<file path="config.mk">
export PLATFORM = sky130hd
export DESIGN_NAME = sd_spi_responder
export DESIGN_NICKNAME = d
export VERILOG_FILES = /design/src/rtl/sd_resp_pkg.sv /design/src/rtl/sd_crc7.sv /design/src/rtl/sd_spi_responder.sv
export SDC_FILE = /design/constraint.sdc
export NUM_CORES = 1
export LEC_CHECK = 0
export BUFFER_PORTS_ARGS = -buffer_cell sky130_fd_sc_hd__buf_2
export CORE_AREA = 2 2 168 129
export CTS_CLUSTER_SIZE = 12
export DETAILED_ROUTE_END_ITERATION = 8
export DIE_AREA = 0 0 170 131
export PLACE_DENSITY = 0.48
export SYNTH_ARGS = -nofsm -noshare
export SYNTH_HDL_FRONTEND = slang
export SYNTH_SLANG_ARGS = --single-unit
</file>
<file path="constraint.sdc">
create_clock -name clk -period 3.1 [get_ports clk]
set_input_delay 0.465 -clock clk [delete_from_list [all_inputs] [get_ports clk]]
set_output_delay 0.465 -clock clk [all_outputs]
set_load 0.02 [all_outputs]
</file>
<file path="src/rtl/sd_resp_pkg.sv">
// Shared types and constants for the SPI-mode SD card responder.
package sd_resp_pkg;

  typedef enum logic [1:0] {StHunt, StRx, StNcr, StTx} state_e;

  localparam logic [5:0] Cmd0  = 6'd0;
  localparam logic [5:0] Cmd8  = 6'd8;
  localparam logic [5:0] Cmd41 = 6'd41;
  localparam logic [5:0] Cmd55 = 6'd55;
  localparam logic [5:0] Cmd58 = 6'd58;

  localparam int unsigned R1IdleBit    = 0;
  localparam int unsigned R1IllegalBit = 2;
  localparam int unsigned R1CrcErrBit  = 3;

  localparam int unsigned RespR1Bits   = 8;
  localparam int unsigned RespLongBits = 40;

  // One serial step of CRC7, generator x^7 + x^3 + 1.
  function automatic logic [6:0] crc7_step(logic [6:0] crc, logic din);
    logic fb;
    fb = din ^ crc[6];
    return {crc[5:0], 1'b0} ^ {3'b000, fb, 2'b00, fb};
  endfunction

endpackage

</file>
<file path="src/rtl/sd_crc7.sv">
// Serial CRC7 accumulator with clear and shift-enable; used when SD_RESP_CRC_CHECK_EN is defined.
module sd_crc7
  import sd_resp_pkg::*;
(
  input  logic       clk_i,
  input  logic       rst_ni,
  input  logic       clear_i,
  input  logic       shift_en_i,
  input  logic       din_i,
  output logic [6:0] crc_o
);

  logic [6:0] crc_q, crc_d, base;

  // Clear and shift in the same cycle starts a fresh CRC with din_i as its first bit.
  always_comb begin
    base  = clear_i ? 7'd0 : crc_q;
    crc_d = shift_en_i ? crc7_step(base, din_i) : base;
  end

  always_ff @(posedge clk_i) begin
    if (!rst_ni) begin
      crc_q <= 7'd0;
    end else begin
      crc_q <= crc_d;
    end
  end

  assign crc_o = crc_q;

endmodule

</file>
<file path="src/rtl/sd_spi_responder.sv">
// SPI-mode SD card model: receives 48-bit command frames, answers R1/R3/R7.
// Optional CRC7 command checking is enabled by defining SD_RESP_CRC_CHECK_EN.
module sd_spi_responder
  import sd_resp_pkg::*;
#(
  parameter int unsigned NCR_BYTES  = 1,
  parameter int unsigned INIT_POLLS = 2,
  parameter logic [31:0] OCR        = 32'h40FF8000
) (
  input  logic        clk,
  input  logic        rst,
  input  logic        sclk,
  input  logic        cs_n,
  input  logic        mosi,
  output logic        miso,
  output logic        in_idle,
  output logic        cmd_valid,
  output logic [5:0]  cmd_index,
  output logic [31:0] cmd_arg
);

  localparam int unsigned NcrBits = 8 * NCR_BYTES;

  logic [2:0]  sclk_sync_q;
  logic [1:0]  cs_sync_q, mosi_sync_q;
  state_e      state_q, state_d;
  logic [6:0]  cnt_q, cnt_d;
  logic [45:0] rx_q, rx_d;
  logic [39:0] resp_q, resp_d;
  logic        long_q, long_d;
  logic        idle_q, idle_d, app_q, app_d, miso_q, miso_d, valid_q, valid_d;
  logic [3:0]  polls_q, polls_d;
  logic [5:0]  index_q, index_d;
  logic [31:0] arg_q, arg_d;

  logic        rise, fall, cs_active, mosi_s;
  logic [46:0] frame_w;
  logic [5:0]  frame_idx;
  logic [31:0] frame_arg;
  logic        crc_err, crc_clear, crc_shift;

  logic        ex_idle, ex_app, ex_illegal, ex_long;
  logic [3:0]  ex_polls;
  logic [31:0] ex_tail;
  logic [7:0]  ex_r1;

  assign rise      = sclk_sync_q[1] & ~sclk_sync_q[2];
  assign fall      = ~sclk_sync_q[1] & sclk_sync_q[2];
  assign cs_active = ~cs_sync_q[1];
  assign mosi_s    = mosi_sync_q[1];

  // Bits 46..0 of the frame as seen on the end-bit rise.
  assign frame_w   = {rx_q, mosi_s};
  assign frame_idx = frame_w[45:40];
  assign frame_arg = frame_w[39:8];

`ifdef SD_RESP_CRC_CHECK_EN
  logic [6:0] crc_calc;

  sd_crc7 u_crc7 (
    .clk_i     (clk),
    .rst_ni    (rst),
    .clear_i   (crc_clear),
    .shift_en_i(crc_shift),
    .din_i     (mosi_s),
    .crc_o     (crc_calc)
  );

  assign crc_err = (crc_calc != frame_w[7:1]);
`else
  logic unused_crc;
  assign unused_crc = ^{crc_clear, crc_shift, frame_w[7:1]};
  assign crc_err    = 1'b0;
`endif

  // Command execution, applied only when a well-formed frame is accepted.
  always_comb begin
    ex_idle    = idle_q;
    ex_polls   = polls_q;
    ex_app     = 1'b0;
    ex_illegal = 1'b0;
    ex_long    = 1'b0;
    ex_tail    = 32'h0;
    case (frame_idx)
      Cmd0: begin
        ex_idle  = 1'b1;
        ex_polls = 4'd0;
      end
      Cmd8: begin
        ex_long = 1'b1;
        ex_tail = {20'h0, frame_arg[11:0]};
      end
      Cmd55: ex_app = 1'b1;
      Cmd41: begin
        if (app_q) begin
          ex_polls = (polls_q == 4'hF) ? polls_q : polls_q + 4'd1;
          if (32'(ex_polls) >= INIT_POLLS) ex_idle = 1'b0;
        end else begin
          ex_illegal = 1'b1;
        end
      end
      Cmd58: begin
        ex_long = 1'b1;
        ex_tail = {~idle_q, OCR[30:0]};
      end
      default: ex_illegal = 1'b1;
    endcase
    // A corrupted frame is reported but not executed; even the app flag survives.
    if (crc_err) begin
      ex_idle    = idle_q;
      ex_polls   = polls_q;
      ex_app     = app_q;
      ex_illegal = 1'b0;
      ex_long    = 1'b0;
      ex_tail    = 32'h0;
    end
    ex_r1               = 8'h00;
    ex_r1[R1IdleBit]    = ex_idle;
    ex_r1[R1IllegalBit] = ex_illegal;
    ex_r1[R1CrcErrBit]  = crc_err;
  end

  always_comb begin
    state_d   = state_q;
    cnt_d     = cnt_q;
    rx_d      = rx_q;
    resp_d    = resp_q;
    long_d    = long_q;
    idle_d    = idle_q;
    polls_d   = polls_q;
    app_d     = app_q;
    miso_d    = miso_q;
    valid_d   = 1'b0;
    index_d   = index_q;
    arg_d     = arg_q;
    crc_clear = 1'b0;
    crc_shift = 1'b0;
    if (!cs_active) begin
      state_d   = StHunt;
      miso_d    = 1'b1;
      crc_clear = 1'b1;
    end else begin
      unique case (state_q)
        StHunt: begin
          miso_d    = 1'b1;
          crc_clear = 1'b1;
          if (rise && !mosi_s) begin
            state_d   = StRx;
            cnt_d     = 7'd1;
            crc_shift = 1'b1;
          end
        end
        StRx: begin
          if (rise) begin
            rx_d      = {rx_q[44:0], mosi_s};
            cnt_d     = cnt_q + 7'd1;
            crc_shift = (cnt_q <= 7'd39);
            if (cnt_q == 7'd47) begin
              if (frame_w[46] && frame_w[0]) begin
                state_d = StNcr;
                cnt_d   = 7'd0;
                valid_d = 1'b1;
                index_d = frame_idx;
                arg_d   = frame_arg;
                idle_d  = ex_idle;
                polls_d = ex_polls;
                app_d   = ex_app;
                long_d  = ex_long;
                resp_d  = {ex_r1, ex_tail};
              end else begin
                state_d = StHunt;
              end
            end
          end
        end
        StNcr: begin
          if (fall) begin
            miso_d = 1'b1;
            if (cnt_q == 7'(NcrBits - 1)) begin
              state_d = StTx;
              cnt_d   = long_q ? 7'(RespLongBits) : 7'(RespR1Bits);
            end else begin
              cnt_d = cnt_q + 7'd1;
            end
          end
        end
        StTx: begin
          if (fall) begin
            if (cnt_q == 7'd0) begin
              miso_d  = 1'b1;
              state_d = StHunt;
            end else begin
              miso_d = resp_q[39];
              resp_d = {resp_q[38:0], 1'b0};
              cnt_d  = cnt_q - 7'd1;
            end
          end
        end
        default: state_d = StHunt;
      endcase
    end
  end

  always_ff @(posedge clk) begin
    if (!rst) begin
      sclk_sync_q <= 3'b000;
      cs_sync_q   <= 2'b11;
      mosi_sync_q <= 2'b11;
      state_q     <= StHunt;
      cnt_q       <= 7'd0;
      rx_q        <= '0;
      resp_q      <= '0;
      long_q      <= 1'b0;
      idle_q      <= 1'b1;
      polls_q     <= 4'd0;
      app_q       <= 1'b0;
      miso_q      <= 1'b1;
      valid_q     <= 1'b0;
      index_q     <= 6'd0;
      arg_q       <= 32'd0;
    end else begin
      sclk_sync_q <= {sclk_sync_q[1:0], sclk};
      cs_sync_q   <= {cs_sync_q[0], cs_n};
      mosi_sync_q <= {mosi_sync_q[0], mosi};
      state_q     <= state_d;
      cnt_q       <= cnt_d;
      rx_q        <= rx_d;
      resp_q      <= resp_d;
      long_q      <= long_d;
      idle_q      <= idle_d;
      polls_q     <= polls_d;
      app_q       <= app_d;
      miso_q      <= miso_d;
      valid_q     <= valid_d;
      index_q     <= index_d;
      arg_q       <= arg_d;
    end
  end

  assign miso      = miso_q;
  assign in_idle   = idle_q;
  assign cmd_valid = valid_q;
  assign cmd_index = index_q;
  assign cmd_arg   = arg_q;

endmodule

</file>
==> impl_metrics.yaml <==
synth:
  synth.avg_cell_area_um2: 8.18
  synthAdderAreaFrac: 0.00819
  yosysSeqAreaShare: 0.488
  synth.cell_area_um2: 6110
  yosys.cell_types.count: 68
  dominantRegCellSynth: "dfxtp_1"
  synth-compound-area-share: 0.187
  yosysWarnings: 0
  synth-xor-area-share: 0.0100
  synthMuxAreaShare: 0.00348
  synth_edf_count: 0
  synth-simple-area-share: 0.254
  synth.top_cell.area_share: 0.488
  synthTopCellsByArea: "dfxtp_1, nand2_1, a21oi_1"
  synthArstFlopShare: 0
  synth_top_family_by_area: "simple AND/OR/NAND/NOR gates"
  synth_area_leader_cell: "dfxtp_1"
  synth_seq_cells: 149
  synth_fp_nets: 756
  syn-instance-count: 747
timing:
  period_needed_ns: 2.40
  finalCritPeriodShare: 0.775
  rsz0062_at_grt: "no"
  fin_skew_ns: 0.00788
  max_freq_mhz: 416
  final-max-slew-violation-count: 0
  slew_headroom: 0.486
  setup_viol: 0
  setup_tns_ns: 0
  finalHoldViolations: 0
  worstMarginPinSlew_ns: 0.762
global_route:
  track_usage: 0.132
  grt-ovfl-total: 0
  grt_pass1_wl_mm: 23.5
  grt_max_degree: 133
  grt_pass1_vias: 4569
  antenna_found_initial: 0
worst_setup_path:
  reg2reg_to: "resp_q[15]"
  crit_buf_inv: 2
  cp.depth: 8
  ff2ff_setup_slack_ns: 0.70
  path_cells: "inv_1, ha_1, or3b_2, nor2_4, a2111o_1, buf_4, a211oi_1, nor3_1"
  setup.worst_path.end_class: "flop"
  crit_path_end: "resp_q[15]"
  slowest_delay_ns: 0.62
  critical_path_class: "flop to flop"
  critPathLaunch: "cnt_q[0]"
  cpMaxStageDelayCell: "a2111o_1"
  arrival_ns: 2.69
  cp_max_fo: 17
  r2r_cells: 8
  start_kind: "flop"
  path_delay_family: "compound AO/OA/AOI/OAI gates"
  rr_startpoint: "cnt_q[0]"
  cp.required_ns: 3.39
clocking:
  post-cts-setup-buffers: 0
  insertion_delay_ns: 0.43
  tritoncts: "done"
  root_buffer: "clkbuf_16"
  clock-sinks: 149
  clk_pin_slew_worst_paths_ns: 0.06
  cts_buffers: 17
  cts_resized: 0
  postCtsHoldBufs: 0
  htreeDepth: 4
  cts_buffer_depth: 2
place:
  numPortBuffers: 45
  dp_hpwl_mm: 8.48
  place.gp.congestion: 0.781
  place_area_um2: 6510
drt:
  first_iter_violations: 337
  drtAntennaViolNets: 0
  drc_errors: 0
  wl_per_cell_um: 13.5
  first_pass_iters: 4
  routed_wl_mm: 14.1
  vias: 5103
  drt-vias-per-instance: 4.88
power_and_ir_drop:
  power.density_nw_per_um2: 583
  vdd_drop_max_mv: 0.306
  p_comb_frac: 0.011
  p_leak_nw: 2.46
  p_int_mw: 3.22
  power_frac_clock: 0.526
  seq_power_share: 0.462
  swShare: 0.225
  p_switching_mw: 0.937
worst_hold_path:
  hp-start: "cs_n"
  hold_path.class: "primary input to flop"
floorplanning:
  rows: 46
  boundaryPins: 46
  die_w_um: 170
  core_area_um2: 20700
  die_h_um: 131
  start_util: 0.295
  die_area_um2: 22300
final_layout:
  regArea_um2: 2980
  nets: 778
  layout_commonest_cell: "nand2_1"
  finalCoreUtilization: 0.344
  multi_input_area_um2: 2830
  num_antenna_cells: 0
  design_area_um2: 7120
  nFillCells: 2205
  drive_gt1_frac: 0.145
  area_growth_syn_to_layout_pct: 16.6
  final_cell_mix: "nand2_1, dfxtp_1, a21oi_1"
run:
  cap_viol_max_count: 0
outcome:
  status: "finished, final reports clean"
==> metal layers <==
metal  global-route usage  wire [um]  part of all wire
met1                0.190       7430              0.53
met2                0.189       5970              0.42
met3               0.0280        494             0.035
met4               0.0558        232             0.016
met5                    0          0                 0
==> metrics by stage <==
step	hold slack, ns	setup WS [ns]	instances	power (mW)
final	0.220	0.698	1046	4.16
after global routing	0.221	0.457	1046	4.30
after CTS	0.206	0.691	1046	4.21
after detailed placement	0.393	0.724	1014	2.01
after global placement	0.390	0.750	1014	2.01
after floorplan	0.386	1.14	747	2.00
==> worst min path at each step <==
stage | endpoint | slack, ns | cells past startpoint
finish | cs_sync_q[0] | 0.22 | 2
global route | cs_sync_q[0] | 0.22 | 2
CTS | cs_sync_q[0] | 0.21 | 2
detailed placement | mosi_sync_q[1] | 0.39 | 1
global placement | mosi_sync_q[1] | 0.39 | 1
floorplan | cs_sync_q[1] | 0.39 | 1
==> worst register-to-register path: stages, from the launching register on <==
cell and delay [ns]:
dfxtp_1 0.42, inv_1 0.11, ha_1 0.21, or3b_2 0.26, nor2_4 0.06, a2111o_1 0.62, buf_4 0.30, a211oi_1 0.23
nor3_1 0.06
==> sequential cells by signal, indices dropped and copies added, names as in the netlist, 2 cells and up, named ones only <==
| name | flops |
|---|---|
| cmd_arg | 32 |
| cmd_index | 6 |
| cnt_q | 7 |
| cs_sync_q | 2 |
| mosi_sync_q | 2 |
| polls_q | 4 |
| resp_q | 40 |
| rx_q | 46 |
| sclk_sync_q | 3 |
==> cells in the mapped netlist (all sizes together) (4+ instances only) <==
library cell and instances:
nand2 202, dfxtp 149, a21oi 114, nor2 41, clkbuf 33, nor3 29, buf 23, nand3 20
a211oi 14, a221oi 13, o21ai 13, and2 7, and3 6, inv 6, nand2b 6, nor3b 6
ha 4, nand4 4, or3 4, xor2 4
==> cells by family after synthesis <==
logic type               after synthesis
flip-flops                           149
buffers and inverters                 62
AND/OR/NAND/NOR                      343
multiplexers                           2
adder cells (fa/ha/maj)                4
AO/OA/AOI/OAI                        180
XOR/XNOR                               7
==> power groups by stage <==
stage                     Sequential (mW)  Clock (mW)  Combinational [mW]
after floorplan                      1.96           0              0.0327
after global placement               1.96           0              0.0480
after detailed placement             1.96           0              0.0475
after CTS                            1.92        2.24              0.0477
after global routing                 1.92        2.32              0.0519
final                                1.92        2.19              0.0464
==> area by class of cell <==
type,count,area share
clock buffers,17,0.0597
repair buffers,59,0.0481
inverters,6,0.00351
well taps,264,0.0464
flip-flops and latches,149,0.419
clock inverters,15,0.0269
multi-input cells,536,0.397
(Power assumes the default switching activity.)
